<file path="src/rtl/multicycle_ctrl_pkg.sv">
// Shared types for the multicycle control sequencer: FSM states, op classes
// and default parameter values.
package multicycle_ctrl_pkg;

  typedef enum logic [2:0] {
    IDLE      = 3'd0,
    FETCH     = 3'd1,
    DECODE    = 3'd2,
    EXECUTE   = 3'd3,
    MEMORY    = 3'd4,
    WRITEBACK = 3'd5
  } state_type;

  typedef enum logic [1:0] {
    OP_ALU    = 2'd0,
    OP_LOAD   = 2'd1,
    OP_STORE  = 2'd2,
    OP_BRANCH = 2'd3
  } op_class_t;

  localparam int unsigned CNT_W_DEFAULT   = 32;
  localparam int unsigned TIMEOUT_DEFAULT = 255;
  localparam int unsigned TO_W_DEFAULT    = 8;

  function automatic logic op_uses_memory(op_class_t op);
    return (op == OP_LOAD) || (op == OP_STORE);
  endfunction

endpackage

</file>
<file path="src/rtl/multicycle_ctrl_if.sv">
// Instruction/data memory handshake between the sequencer (master) and memory (slave).
interface multicycle_ctrl_if;
  logic imem_req;
  logic imem_ready;
  logic dmem_req;
  logic dmem_ready;
  logic dmem_we;

  modport master (
    output imem_req,
    output dmem_req,
    output dmem_we,
    input  imem_ready,
    input  dmem_ready
  );

  modport slave (
    input  imem_req,
    input  dmem_req,
    input  dmem_we,
    output imem_ready,
    output dmem_ready
  );
endinterface

</file>
<file path="src/rtl/multicycle_ctrl_counter.sv">
// Wrap-around up-counter with synchronous clear (clear wins over increment).
module ctrl_counter #(
    parameter int unsigned W = 8
) (
    input  logic         clk,
    input  logic         reset,
    input  logic         inc,
    input  logic         clr,
    output logic [W-1:0] cnt
);

    logic [W-1:0] r_cnt;

    always_ff @(posedge clk or posedge reset) begin
        if (reset) begin
            r_cnt <= '0;
        end else if (clr) begin
            r_cnt <= '0;
        end else if (inc) begin
            r_cnt <= r_cnt + 1'b1;
        end
    end

    assign cnt = r_cnt;

endmodule

</file>
<file path="src/rtl/multicycle_ctrl.sv">
// Multicycle control sequencer: per-op-class step paths, memory stalls with
// timeout, flush, run/halt and cycle/retire performance counters.
module multicycle_ctrl
    import multicycle_ctrl_pkg::*;
#(
    parameter int unsigned CNT_W   = CNT_W_DEFAULT,
    parameter int unsigned TIMEOUT = TIMEOUT_DEFAULT,
    parameter int unsigned TO_W    = TO_W_DEFAULT
) (
    input  logic                 clk,
    input  logic                 reset,
    input  logic                 run,
    input  logic                 flush,
    input  op_class_t            op_class,
    multicycle_ctrl_if.master    mem,
    output state_type            state,
    output logic                 ir_we,
    output logic                 exec_en,
    output logic                 rf_we,
    output logic                 pc_we,
    output logic                 busy,
    output logic                 err,
    output logic [CNT_W-1:0]     cycle_cnt,
    output logic [CNT_W-1:0]     retire_cnt
);

    localparam logic [TO_W-1:0] TO_LAST = TO_W'(TIMEOUT - 1);

    state_type        r_state;
    state_type        w_next;
    op_class_t        r_op;
    logic             r_err;
    logic             r_blocked;
    logic [TO_W-1:0]  w_stall_cnt;
    logic             w_stalled;
    logic             w_timeout;
    logic             w_retire;
    logic             w_stall_inc;
    logic             w_stall_clr;

    always_comb begin
        w_next       = r_state;
        w_stalled    = 1'b0;
        w_retire     = 1'b0;
        w_timeout    = 1'b0;
        mem.imem_req = 1'b0;
        mem.dmem_req = 1'b0;
        mem.dmem_we  = 1'b0;
        ir_we        = 1'b0;
        exec_en      = 1'b0;
        rf_we        = 1'b0;

        case (r_state)
            IDLE: begin
                if (run && !r_blocked) w_next = FETCH;
            end
            FETCH: begin
                mem.imem_req = 1'b1;
                w_stalled    = !mem.imem_ready;
                if (mem.imem_ready) begin
                    ir_we  = 1'b1;
                    w_next = DECODE;
                end
            end
            DECODE: begin
                w_next = EXECUTE;
            end
            EXECUTE: begin
                exec_en = 1'b1;
                case (r_op)
                    OP_ALU:    w_next = WRITEBACK;
                    OP_BRANCH: w_retire = 1'b1;
                    default:   w_next = MEMORY;
                endcase
            end
            MEMORY: begin
                mem.dmem_req = 1'b1;
                mem.dmem_we  = (r_op == OP_STORE);
                w_stalled    = !mem.dmem_ready;
                if (mem.dmem_ready) begin
                    if (r_op == OP_STORE) w_retire = 1'b1;
                    else                  w_next   = WRITEBACK;
                end
            end
            WRITEBACK: begin
                rf_we    = 1'b1;
                w_retire = 1'b1;
            end
            default: begin
                w_next = IDLE;
            end
        endcase

        w_timeout = (TIMEOUT != 0) && w_stalled && (w_stall_cnt == TO_LAST);

        if (w_retire)  w_next = run ? FETCH : IDLE;
        if (w_timeout) w_next = IDLE;

        // Flush overrides every ready/run/timeout decision and squashes side effects.
        if (flush && (r_state != IDLE)) begin
            w_next       = FETCH;
            w_retire     = 1'b0;
            w_timeout    = 1'b0;
            mem.dmem_req = 1'b0;
            ir_we        = 1'b0;
            rf_we        = 1'b0;
        end

        pc_we       = w_retire;
        busy        = (r_state != IDLE);
        w_stall_inc = w_stalled;
        w_stall_clr = !w_stalled || w_timeout || (flush && (r_state != IDLE));
    end

    always_ff @(posedge clk or posedge reset) begin
        if (reset) begin
            r_state   <= IDLE;
            r_op      <= OP_ALU;
            r_err     <= 1'b0;
            r_blocked <= 1'b0;
        end else begin
            r_state <= w_next;
            if (r_state == DECODE) r_op <= op_class;
            // After a timeout, run must be seen low before IDLE may leave again.
            if (w_timeout) begin
                r_err     <= 1'b1;
                r_blocked <= 1'b1;
            end else if (!run) begin
                r_blocked <= 1'b0;
            end
        end
    end

    assign state = r_state;
    assign err   = r_err;

    ctrl_counter #(.W(CNT_W)) u_cycle_cnt (
        .clk   (clk),
        .reset (reset),
        .inc   (busy),
        .clr   (1'b0),
        .cnt   (cycle_cnt)
    );

    ctrl_counter #(.W(CNT_W)) u_retire_cnt (
        .clk   (clk),
        .reset (reset),
        .inc   (pc_we),
        .clr   (1'b0),
        .cnt   (retire_cnt)
    );

    ctrl_counter #(.W(TO_W)) u_stall_cnt (
        .clk   (clk),
        .reset (reset),
        .inc   (w_stall_inc),
        .clr   (w_stall_clr),
        .cnt   (w_stall_cnt)
    );

endmodule

</file>
<file path="src/flat_wrapper.sv">
// flat-port wrapper written by rule: the top's interface ports become plain ports
module multicycle_ctrl_flat import multicycle_ctrl_pkg::*;
#(
    parameter int unsigned CNT_W   = CNT_W_DEFAULT,
    parameter int unsigned TIMEOUT = TIMEOUT_DEFAULT,
    parameter int unsigned TO_W    = TO_W_DEFAULT
)
  (clk, reset, run, flush, op_class, state, ir_we, exec_en, rf_we, pc_we, busy, err, cycle_cnt, retire_cnt, mem_imem_req, mem_dmem_req, mem_dmem_we, mem_imem_ready, mem_dmem_ready);
  multicycle_ctrl_if mem_i ();
  input  logic clk;
  input  logic reset;
  input  logic run;
  input  logic flush;
  input  op_class_t op_class;
  output state_type state;
  output logic ir_we;
  output logic exec_en;
  output logic rf_we;
  output logic pc_we;
  output logic busy;
  output logic err;
  output logic [CNT_W-1:0] cycle_cnt;
  output logic [CNT_W-1:0] retire_cnt;
  output wire logic [$bits(mem_i.imem_req)-1:0] mem_imem_req;
  output wire logic [$bits(mem_i.dmem_req)-1:0] mem_dmem_req;
  output wire logic [$bits(mem_i.dmem_we)-1:0] mem_dmem_we;
  input wire logic [$bits(mem_i.imem_ready)-1:0] mem_imem_ready;
  input wire logic [$bits(mem_i.dmem_ready)-1:0] mem_dmem_ready;
  assign mem_imem_req = mem_i.imem_req;
  assign mem_dmem_req = mem_i.dmem_req;
  assign mem_dmem_we = mem_i.dmem_we;
  assign mem_i.imem_ready = mem_imem_ready;
  assign mem_i.dmem_ready = mem_dmem_ready;
  multicycle_ctrl #(.CNT_W(CNT_W), .TIMEOUT(TIMEOUT), .TO_W(TO_W)) u_core (.clk(clk), .reset(reset), .run(run), .flush(flush), .op_class(op_class), .mem(mem_i), .state(state), .ir_we(ir_we), .exec_en(exec_en), .rf_we(rf_we), .pc_we(pc_we), .busy(busy), .err(err), .cycle_cnt(cycle_cnt), .retire_cnt(retire_cnt));
endmodule
</file>
<file path="config.mk">
export PLATFORM = sky130hd
export DESIGN_NAME = multicycle_ctrl_flat
export DESIGN_NICKNAME = d
export VERILOG_FILES = /design/src/rtl/multicycle_ctrl_pkg.sv /design/src/rtl/multicycle_ctrl_if.sv /design/src/rtl/multicycle_ctrl_counter.sv /design/src/rtl/multicycle_ctrl.sv /design/src/flat_wrapper.sv
export SDC_FILE = /design/constraint.sdc
export NUM_CORES = 1
export LEC_CHECK = 0
export CORE_MARGIN = 5
export CORE_UTILIZATION = 51
export DETAILED_ROUTE_END_ITERATION = 8
export PLACE_DENSITY = 0.8
export SYNTH_ARGS = -nofsm -noshare
export SYNTH_HDL_FRONTEND = slang
export SYNTH_SLANG_ARGS = --single-unit
</file>
<file path="constraint.sdc">
create_clock -name clk -period 3.1 [get_ports clk]
set_clock_uncertainty 0.2 [all_clocks]
set_input_delay 0.31 -clock clk [delete_from_list [all_inputs] [get_ports clk]]
set_output_delay 0.31 -clock clk [all_outputs]
set_load 0.02 [all_outputs]
</file>
# Word level (Yosys, flattened, before mapping)
# Index checks and enable logic that the tools add are counted.
# word_totals
reg_bits,79
inputBits,8
out_inout_bits,76
wordCells,70
# op_classes
add_sub_neg,3
n_eq_ne,15
n_mux,31
n_reduce_logical,14
# op_table
cell,n
$add 32x1->32 const B,2
$mux 3,7
$mux 1,18
$pmux 3 s6,1
$mux 8,2
$ne 5x2->1 const B,3
$add 8x1->8 const B,1
$eq 8x8->1 const B,1
$eq 3x2->1 const B,2
$eq 3x3->1 const B,2
$pmux 3 s2,1
$reduce_and 6->1,1
$ne 5x1->1 const B,1
$ne 5x5->1 const B,1
$eq 2x2->1 const B,2
$logic_not 1->1,4
$ne 4x1->1 const B,1
$eq 3x1->1 const B,1
$logic_and 1x1->1,3
$logic_not 3->1,1
$pmux 1 s3,1
$reduce_bool 3->1,1
$logic_not 2->1,1
$logic_or 1x1->1,2
3 further kinds,3

# Longest topological paths before layout
# logic_depth
depth_word,7
mapped_depth,8
depth_no_buf,6

# Cells and area by module
# Synthesis repeated with hierarchy kept, for this count alone.
# hier_totals
hier_cells,468
hier_area_um2,4470.5
# modules_own_cells
mod,n_inst,cells_per_inst,area_each_um2,seq_area_each_um2
ctrl_counter (u_core.u_cycle_cnt ...),2,184,1749.2,800.8
multicycle_ctrl,1,62,571.8,175.2
ctrl_counter (u_core.u_stall_cnt),1,38,400.4,200.2

# Worst setup path after synthesis
# OpenSTA, ideal clock, no wires.
# synth_timing
path_type,register -> register
from,"reg u_core.r_state[0], in the netlist u_core.state[0]"
to,"reg u_core.r_state[0], in the netlist u_core.state[0]"
setup_ps,128
arrival_time_ps,1834
path_slack_ps,938
stages_incl_launch_ff,7
path_cell_list,dfrtp_1 clkbuf_1 or4b_1 o31a_1 or3_1 o211ai_1 mux2i_1
# synth_between
elab_chain_len,5
# synth_rtl
element,line_no,rtl
"start, declared",multicycle_ctrl.sv:29,state_type r_state;
"start signal, assigned",multicycle_ctrl.sv:122,r_state <= w_next;
$eq 3x3->1 (tied with other cells),multicycle_ctrl.sv:53,case (r_state)
$pmux 1 s2 (tied with other cells),multicycle_ctrl.sv:53,
$logic_and 1x1->1 / $mux 3 (equally long branches),"multicycle_ctrl.sv:94, multicycle_ctrl.sv:96",
$ne 5x5->1 (no line) (tied with other cells),-,
$reduce_and 6->1 (no line) / $mux 3 (equally long branches),-,
# Several ways; a longest one is shown, not always the timed one.
# A chain may end at the register's enable or synchronous reset.

# Worst setup path in the final report
# layout_timing
from,"reg u_core.r_state[0], in the netlist u_core.state[0]"
to,out ir_we
# layout_between
elab_chain_len,3
# layout_rtl
element,line_no,rtl
$eq 3x1->1 / $reduce_bool 3->1 (equally long branches),"multicycle_ctrl.sv:53, multicycle_ctrl.sv:100",
$mux 1 / $logic_and 1x1->1 (equally long branches),"multicycle_ctrl.sv:53, multicycle_ctrl.sv:100",
$mux 1 *,multicycle_ctrl.sv:100,if (flush && (r_state != IDLE)) begin
"end, declared",flat_wrapper.sv:16,output logic ir_we;
# Mark *: on every way between the ends. The rest lies on a longest branch, timed or not.

==> results.sh <==
export IMPL_cp_slowest_stage_delay_ns=0.60
export IMPL_final_nets=435
export IMPL_crit_arrival_ns=2.38
export IMPL_placeableCoreArea_um2=7250
export IMPL_synth_top_area_share=0.519
export IMPL_cts_buffer_depth=2
export IMPL_drc=0
export IMPL_final_cells=527
export IMPL_cts_setup_buffers=0
export IMPL_cp_required_ns=2.59
export IMPL_ys_types=47
export IMPL_n_antenna_cell=0
export IMPL_vias_per_cell=5.31
export IMPL_io_pins=84
export IMPL_avgSynthCellArea_um2=11.4
export IMPL_grt_pass1_wl_mm=13.8
export IMPL_max_cap_violations=0
export IMPL_post_route_period_util=0.931
export IMPL_p_leak_nw=2.18
export IMPL_antenna_found_initial=0
export IMPL_grt_total_usage=0.188
export IMPL_post_synth_inst_count=333
export IMPL_status="finished clean"
export IMPL_drive_gt1_frac=0.105
export IMPL_fmax_mhz=346
export IMPL_yosysMostFrequentCell="dfrtp_1"
export IMPL_grt_pass1_vias=2888
export IMPL_worst_slew_pin_transition_ns=0.614
export IMPL_synth_ff_type="dfrtp_1"
export IMPL_reg2reg_from="u_core.state[2]"
export IMPL_globalRouteOverflowTotal=0
export IMPL_synth_seq_cells=79
export IMPL_pwr_density_cell_nw_per_um2=588
export IMPL_r2r_slack_ns=0.78
export IMPL_area_growth_pct=30.4
export IMPL_netlist_area_um2=3810
export IMPL_fp_dieH_um=96.5
export IMPL_cts_tree="done"
export IMPL_drt_total_wl_mm=7.99
export IMPL_drtIter0Drc=45
export IMPL_wire_per_inst_um=15.2
export IMPL_cp_end_kind="output port"
export IMPL_die_area_um2=9300
export IMPL_crit_slowest_cell="or3_1"
export IMPL_vdd_drop_max_v=0.000511
export IMPL_dpl_hpwl_mm=5.75
export IMPL_yosys_top_cells_count="dfrtp_1 (79), xnor2_1 (48), nand2_1 (24)"
export IMPL_ctsResizeCount=0
export IMPL_slew_limit_headroom=0.590
export IMPL_htreeDepth=3
export IMPL_dieWidth_um=96.5
export IMPL_root_buffer="clkbuf_8"
export IMPL_cp_max_fo=13
export IMPL_clk_pin_slew_worst_paths_ns=0.08
export IMPL_period_needed_ns=2.89
export IMPL_reg2reg_depth=6
export IMPL_setup_viol=0
export IMPL_finalHoldViolCount=0
export IMPL_fill_cells=557
export IMPL_fin_ws_ns=0.213
export IMPL_grt_setup_unrepaired="no"
export IMPL_cts_sinks=79
export IMPL_dp_slack_ns=0.304
export IMPL_hold_ws_ns=0.150
export IMPL_synthTopCellsByArea="dfrtp_1 (52%), xnor2_1 (11%), xor2_1 (4.1%), nand4_1 (3.1%), and3_1 (3.0%)"
export IMPL_hp_class="input port to asynchronous set/reset pin"
export IMPL_ys_seq_area_frac=0.519
export IMPL_yosys_warnings=0
export IMPL_rows=31
export IMPL_drtPass1Iterations=4
export IMPL_yosys_area_top_type="dfrtp_1"
export IMPL_worstSetupPathType="register to output port"
export IMPL_setup_tns_ns=0
export IMPL_ant_nets=0
export IMPL_slew_viol_final=0
export IMPL_vias=2796
export IMPL_dp_cells=511
export IMPL_initial_core_util=0.526
export IMPL_holdBufCountCts=0
export IMPL_async_flop_share=1.00
export IMPL_routabilityCongestion=0.809
export IMPL_regToRegEndpoint="u_core.u_retire_cnt.cnt[21]"
export IMPL_grt_max_degree=31
export IMPL_clock_latency_ns=0.35
export IMPL_synth_edf_count=0
export IMPL_cts_buffers=9
export IMPL_syn_nets=345
export IMPL_crit_chain="or3_1 -> nand2_1 -> and3_1 -> clkdlybuf4s50_1"
export IMPL_port_buffers=83
export IMPL_cp_start_kind="register"
## per-layer routing
metal  routed length (µm)  GRT usage  up-vias
met2                 3960      0.306       89
met1                 3520      0.245     1364
met5                    0          0        -
met4                   85     0.0736        0
met3                  431     0.0418        8
li1                     -          -     1335
## placed cells by master, fill, tap and decap left out, drive strengths merged, types with 5 or more instances in the layout
| master | synthesis | routed |
|---|---|---|
| nand2 | 24 | 24 |
| nor2 | 21 | 21 |
| nand2b | 6 | 6 |
| clkbuf | 2 | 10 |
| and4 | 5 | 5 |
| clkdlybuf4s50 | 0 | 83 |
| xnor2 | 51 | 51 |
| buf | 8 | 6 |
| inv | 6 | 8 |
| nand4 | 21 | 21 |
| xor2 | 18 | 18 |
| dfrtp | 79 | 79 |
| and3 | 18 | 18 |
| nand3 | 26 | 26 |
## sequential cells by signal, summed over array words and instances, names as in the netlist
name	count
u_core.u_cycle_cnt.cnt	32
u_core.u_retire_cnt.cnt	32
u_core.u_stall_cnt.cnt	8
u_core.state	3
u_core.r_op	2
u_core.err	1
u_core.r_blocked	1
## worst max-delay path: cells and delay by family, from the launching register on
kind | cells | cell delay (ns)
simple gates | 3 | 0.91
buf+inv | 1 | 0.60
flops | 1 | 0.53
## power breakdown
group,total [W],switching [W],internal (W)
logic,0.000774,0.000394,0.000380
clock network,0.000846,0.000386,0.000459
registers,0.00130,0.000171,0.00113
total,0.00292,0.000952,0.00197
## layout make-up
| cell class | instances | area, µm² | area share |
|---|---|---|---|
| clock buffers | 10 | 128 | 0.0257 |
| clock inverters | 6 | 92.6 | 0.0186 |
| inverters | 6 | 22.5 | 0.00453 |
| multi-input cells | 238 | 1750 | 0.352 |
| flip-flops and latches | 79 | 1980 | 0.398 |
| well taps | 99 | 124 | 0.0249 |
| repair buffers | 89 | 876 | 0.176 |
## cell families (layout without fill, tap and decap cells)
| logic type | after synthesis | after routing | share of synthesized area |
|---|---|---|---|
| and+or+nand+nor | 150 | 150 | 0.244 |
| DFF | 79 | 79 | 0.519 |
| xor gates and xnor gates | 69 | 69 | 0.164 |
| buffers and inverters | 16 | 111 | 0.0223 |
| AOI/OAI and AO/OA | 10 | 10 | 0.0236 |
| muxes | 5 | 5 | 0.0144 |
| adders and majority gates | 4 | 4 | 0.0131 |
## how the worst max path moves through the flow
stage          cells past startpoint         end  slack, ns            start
6_report                           4       ir_we       0.21  u_core.state[0]
5_1_grt                            4       ir_we       0.08  u_core.state[0]
4_1_cts                            4       ir_we       0.20  u_core.state[0]
3_5_place_dp                       6       pc_we       0.30            flush
3_3_place_gp                       6       pc_we       0.35            flush
2_1_floorplan                      1  u_core.err       0.57            reset
## metrics by stage
step	util	instance area [µm²]	power, W
6_report	0.685	4970	0.00292
5_1_grt	0.685	4970	0.00308
4_1_cts	0.685	4970	0.00295
3_5_place_dp	0.655	4750	0.00210
3_3_place_gp	0.655	4750	0.00207
2_1_floorplan	-	3810	0.00177
(Power assumes the default switching activity.)
==> edit 1, RTL diff (same settings) <==
Set the package constant `CNT_W_DEFAULT` to 64 (it was 32).
--- a/src/rtl/multicycle_ctrl_pkg.sv
+++ b/src/rtl/multicycle_ctrl_pkg.sv
@@ -18,7 +18,7 @@
     OP_BRANCH = 2'd3
   } op_class_t;
 
-  localparam int unsigned CNT_W_DEFAULT   = 32;
+  localparam int unsigned CNT_W_DEFAULT   = 64;
   localparam int unsigned TIMEOUT_DEFAULT = 255;
   localparam int unsigned TO_W_DEFAULT    = 8;
 
Interface: changed (resized cycle_cnt and retire_cnt); port bits go from 84 to 148. The function was not compared with the original's and may differ.
==> edit 1 against the original RTL <==
Critical path depth is 1 higher; worst setup slack worse by 0.092 ns; combinational power is 2% lower; total power is 78% higher; cell area is 85% higher; routed wire length is 110% higher; final cell count is 87% higher; sequential cell count is 64 higher; synthesized area is 79% higher; via count is 97% higher; synthesized cell count is 91% higher; largest cell class unchanged; largest power group is now clock.
==> edit 1: results (changes against the original RTL) <==
Post-Synth Adder-Cell Area 0.735% (-0.58 points); synth top area cells dfrtp_1 (53%), xor2_1 (9.8%), xnor2_1 (7.3%); worst vdd ir 0.384 mV (-25%); Num CTS Buffers 17 (+8); Total GRT Usage 21.1% (+2.3 points); Worst Path Arrival 2.47 ns (+0.09 ns); Initial DRC Count 392 (+770%); mux contribution to synthesized area 0.496% (-0.95 points); Slowest-stage cell, CP clkdlybuf4s50_1; Ys Warns 0 (unchanged); outcome finished clean; root buf cell clkbuf_16; HPWL Detailed 11.4 mm (+98%); H-Tree Depth 4 (+1); post_cts resized 1 (+1); LEAKAGE 4.22 nW (+94%); most frequent cells after synthesis dfrtp_1 (143), xor2_1 (76), xnor2_1 (57); Worst-Margin Slew 0.809 ns (+0.195 ns); post-synthesis compound-gate area fraction 1.67% (-0.69 points); Synth Area in XOR/XNOR 17.1% (+0.66 points); Worst-path clk slew 0.06 ns (-0.02 ns); routability cong. 0.852 (+5.3%); First-pass DRT Iterations 5 (+1); fillers 977 (+75%); share of cells above drive strength 1 7.56% (-3.0 points); sequential fraction of the synthesis area 52.5% (+0.68 points); # port buffers 147 (+77%); Critical Path Max Stage Delay 0.63 ns (+0.03 ns); clock latency on the worst-skew pair 0.42 ns (+0.07 ns); crit path max fanout 14 (+1); pin count of the biggest net entering global routing 144 (+360%); synthesized net count 648 (+88%); first-pass GRT wire length 27.5 mm (+100%); vias in the first global route 5548 (+92%); Routed WL 16.6 mm (+110%); layout net count 806 (+85%); DR vias/cell 5.60 (+5.6%)
[edit 1: cell types whose count changed in the layout (fill, tap and decap cells not counted), moves of 17 or more]
cell             delta
nand2_1            +31
nor4_1             +18
dfrtp_1            +64
nand3_1            +27
clkdlybuf4s50_1    +64
xor2_1             +58
nor3_1             +31
clkbuf_16          +17
[edit 1: metrics by stage]
stage	util, %	area [sq um]	setup WS (ns)	std cells	hold slack [ns]
CTS	69.8	9200	0.00787	983	0.272
detailed placement	64.6	8520	0.284	951	0.261
global placement	64.6	8520	0.320	951	0.257
floorplan	-	6820	0.661	636	0.224
global route	69.8	9200	0.00529	983	0.287
finish	69.8	9200	0.121	983	0.253
[edit 1: layer usage]
layer / vias to the layer above / GRT usage (%) / part of all wire (%)
met5: - / 0 / 0
met4: 0 / 8.67 / 2.3
met3: 33 / 4.73 / 5.7
met2: 207 / 34.6 / 49
met1: 2721 / 27.2 / 43
li1: 2548 / - / -
[edit 1: logic make-up (layout without fill, tap and decap cells)]
logic type / after synthesis / after routing
multiplexers: 3 / 3
flip-flops: 143 / 143
buffers and inverters: 32 / 203
XOR/XNOR: 133 / 133
adder cells (fa/ha/maj): 4 / 4
AO/OA/AOI/OAI: 17 / 17
AND/OR/NAND/NOR: 304 / 304
[edit 1: final timing paths]
check	from	end	slack (ns)	depth (start not counted)
worst min register to register	u_core.u_retire_cnt.cnt[63]$_DFFE_PP0P_	u_core.u_retire_cnt.cnt[63]$_DFFE_PP0P_	0.27	1
worst max register to register	u_core.state[1]$_DFFE_PP0P_	u_core.u_retire_cnt.cnt[30]$_DFFE_PP0P_	0.30	5
worst min-delay path	reset	u_core.u_cycle_cnt.cnt[39]$_DFFE_PP0P_	0.25	3
max in group asynchronous	reset	u_core.u_cycle_cnt.cnt[52]$_DFFE_PP0P_	1.85	3
worst max-delay path	u_core.state[1]$_DFFE_PP0P_	pc_we	0.12	5
min in group clk	u_core.u_retire_cnt.cnt[63]$_DFFE_PP0P_	u_core.u_retire_cnt.cnt[63]$_DFFE_PP0P_	0.27	1
[edit 1: layout make-up]
| class | instances | share of cell area, % |
|---|---|---|
| clock buffers | 22 | 5.15 |
| clock inverters | 10 | 2.24 |
| inverters | 15 | 0.653 |
| multi-input cells | 461 | 33.8 |
| flip-flops and latches | 143 | 38.9 |
| well taps | 176 | 2.39 |
| repair buffers | 156 | 16.9 |
[edit 1: report_power, final]
group / switching, W / total [W] / leakage (nW) / internal, W
clock: 0.000757 / 0.00233 / 0.330 / 0.00157
sequential: 0.000147 / 0.00211 / 1.95 / 0.00196
combinational: 0.000403 / 0.000757 / 1.95 / 0.000355
total: 0.00131 / 0.00520 / 4.22 / 0.00389
[edit 1: critical path, delay by kind of cell (launching register included)]
kind                   cells  cell delay [ns]
DFF                        1             0.53
and+or+nand+nor            3             0.75
buffers and inverters      2             0.77
==> edit 2, RTL diff (config.mk and constraints unchanged) <==
Made on the original files. Register the output `retire_cnt`, cleared by the reset; this adds one clock of latency there. The other outputs are not delayed to match.
--- a/src/rtl/multicycle_ctrl.sv
+++ b/src/rtl/multicycle_ctrl.sv
@@ -25,6 +25,8 @@
 );
 
     localparam logic [TO_W-1:0] TO_LAST = TO_W'(TIMEOUT - 1);
+
+    logic [CNT_W-1:0] retire_cnt_d;
 
     state_type        r_state;
     state_type        w_next;
@@ -147,7 +149,7 @@
         .reset (reset),
         .inc   (pc_we),
         .clr   (1'b0),
-        .cnt   (retire_cnt)
+        .cnt   (retire_cnt_d)
     );
 
     ctrl_counter #(.W(TO_W)) u_stall_cnt (
@@ -158,5 +160,13 @@
         .cnt   (w_stall_cnt)
     );
 
+    always_ff @(posedge clk or posedge reset) begin
+        if (reset) begin
+            retire_cnt <= '0;
+        end else begin
+            retire_cnt <= retire_cnt_d;
+        end
+    end
+
 endmodule
 
Check against the original RTL: not equivalent (Yosys sat finds a counterexample within 10 cycles, from zero or initial values and one cycle with reset high).
==> edit 2 against the original RTL <==
Sequential power rose by 32%; largest cell class unchanged; sequential cell count rose by 32; total power rose by 12%; cell area rose by 14%; routed wire length rose by 7.2%; worst setup slack got worse by 0.054 ns; synthesized area rose by 17%; critical endpoint is now pc_we; critical path depth rose by 1.
==> edit 2: results (changes against the original RTL) <==
outcome finished clean; Post-Synth Adder-Cell Area 1.12% (-0.19 points); Logic pwr share 20.6% (-5.9 points); Slew headroom 57.3% (-1.7 points); HP Class reg2reg; buffer share of cell area 15.6% (-2.0 points); mux contribution to synthesized area 0.503% (-0.94 points); Slowest-stage cell, CP clkdlybuf4s50_1; pin count of the biggest net entering global routing 65 (+110%); ClkCell Share 3.64% (-0.79 points); synth top area cells dfrtp_1 (62%), xnor2_1 (6.8%), xor2_1 (6.5%); met2 WL 4.10 mm (+3.5%); Switching Share 30.6% (-1.9 points); GR met1 Demand/Resource 22.2% (-2.2 points); fillers 634 (+14%); Worst-path clk slew 0.10 ns (+0.02 ns); CP endpoint pc_we; synthesized net count 397 (+15%); Critical Path Max Stage Delay 0.63 ns (+0.03 ns); WL met1 3.81 mm (+8.4%); Non-Clock Buffer Count 88 (-1.1%); Synth Area in XOR/XNOR 13.3% (-3.1 points); Multi-In Gates 257 (+8.0%); post-synthesis compound-gate area fraction 2.29% (-0.071 points); first-pass GRT wire length 15.1 mm (+9.8%); number of sequential cells 111 (+41%); LEAKAGE 2.39 nW (+9.4%); share of cells above drive strength 1 7.04% (-3.5 points); global-route met2 utilization 26.3% (-4.3 points); Multi-input gate area 0.00161 sq mm (-7.8%); fin worst setup slack 0.159 ns (-0.0544 ns); Worst Path Arrival 2.43 ns (+0.05 ns); number of distinct library cells after synthesis 40 (-15%); HPWL Detailed 6.22 mm (+8.1%); Reg2Reg Capture Point u_core.u_retire_cnt.cnt[18]$_DFFE_PP0P_; Routed wire per std cell 14.5 microns (-4.4%); routability cong. 0.833 (+3.0%); met3 global-route usage 4.35% (+0.17 points)
edit 2: cell types whose count changed in the layout (fill, tap and decap cells not counted), moves of 4 or more:
cell and delta:
nor3_1 +21, inv_1 +4, clkinv_4 +5, nand3_2 -5, xnor2_1 -13, nand4_1 -5
nand2_1 +17, xor2_1 +15, nor2_1 +13, dfrtp_1 +30, and3_1 -14
edit 2: per-stage QoR:
stage               utilization [%]  cells
detailed placement             63.1    574
floorplan                         -    385
finish                         65.6    591
global route                   65.6    591
global placement               63.1    574
CTS                            65.6    591
edit 2: cell families (layout without fill, tap and decap cells):
group | count (synthesis) | count (layout)
DFF | 111 | 111
muxes | 2 | 2
adders and majority gates | 4 | 4
AOI/OAI and AO/OA | 15 | 15
buffers and inverters | 17 | 115
xor gates and xnor gates | 68 | 68
and+or+nand+nor | 168 | 168
edit 2: timing repair:
action | in CTS | in global routing
pin swaps | 0 | 0
hold endpoints to repair | 5 | 0
hold buffers | 1 | 0
resized for setup | 1 | 2
endpoints found under the setup margin | 1 | 1
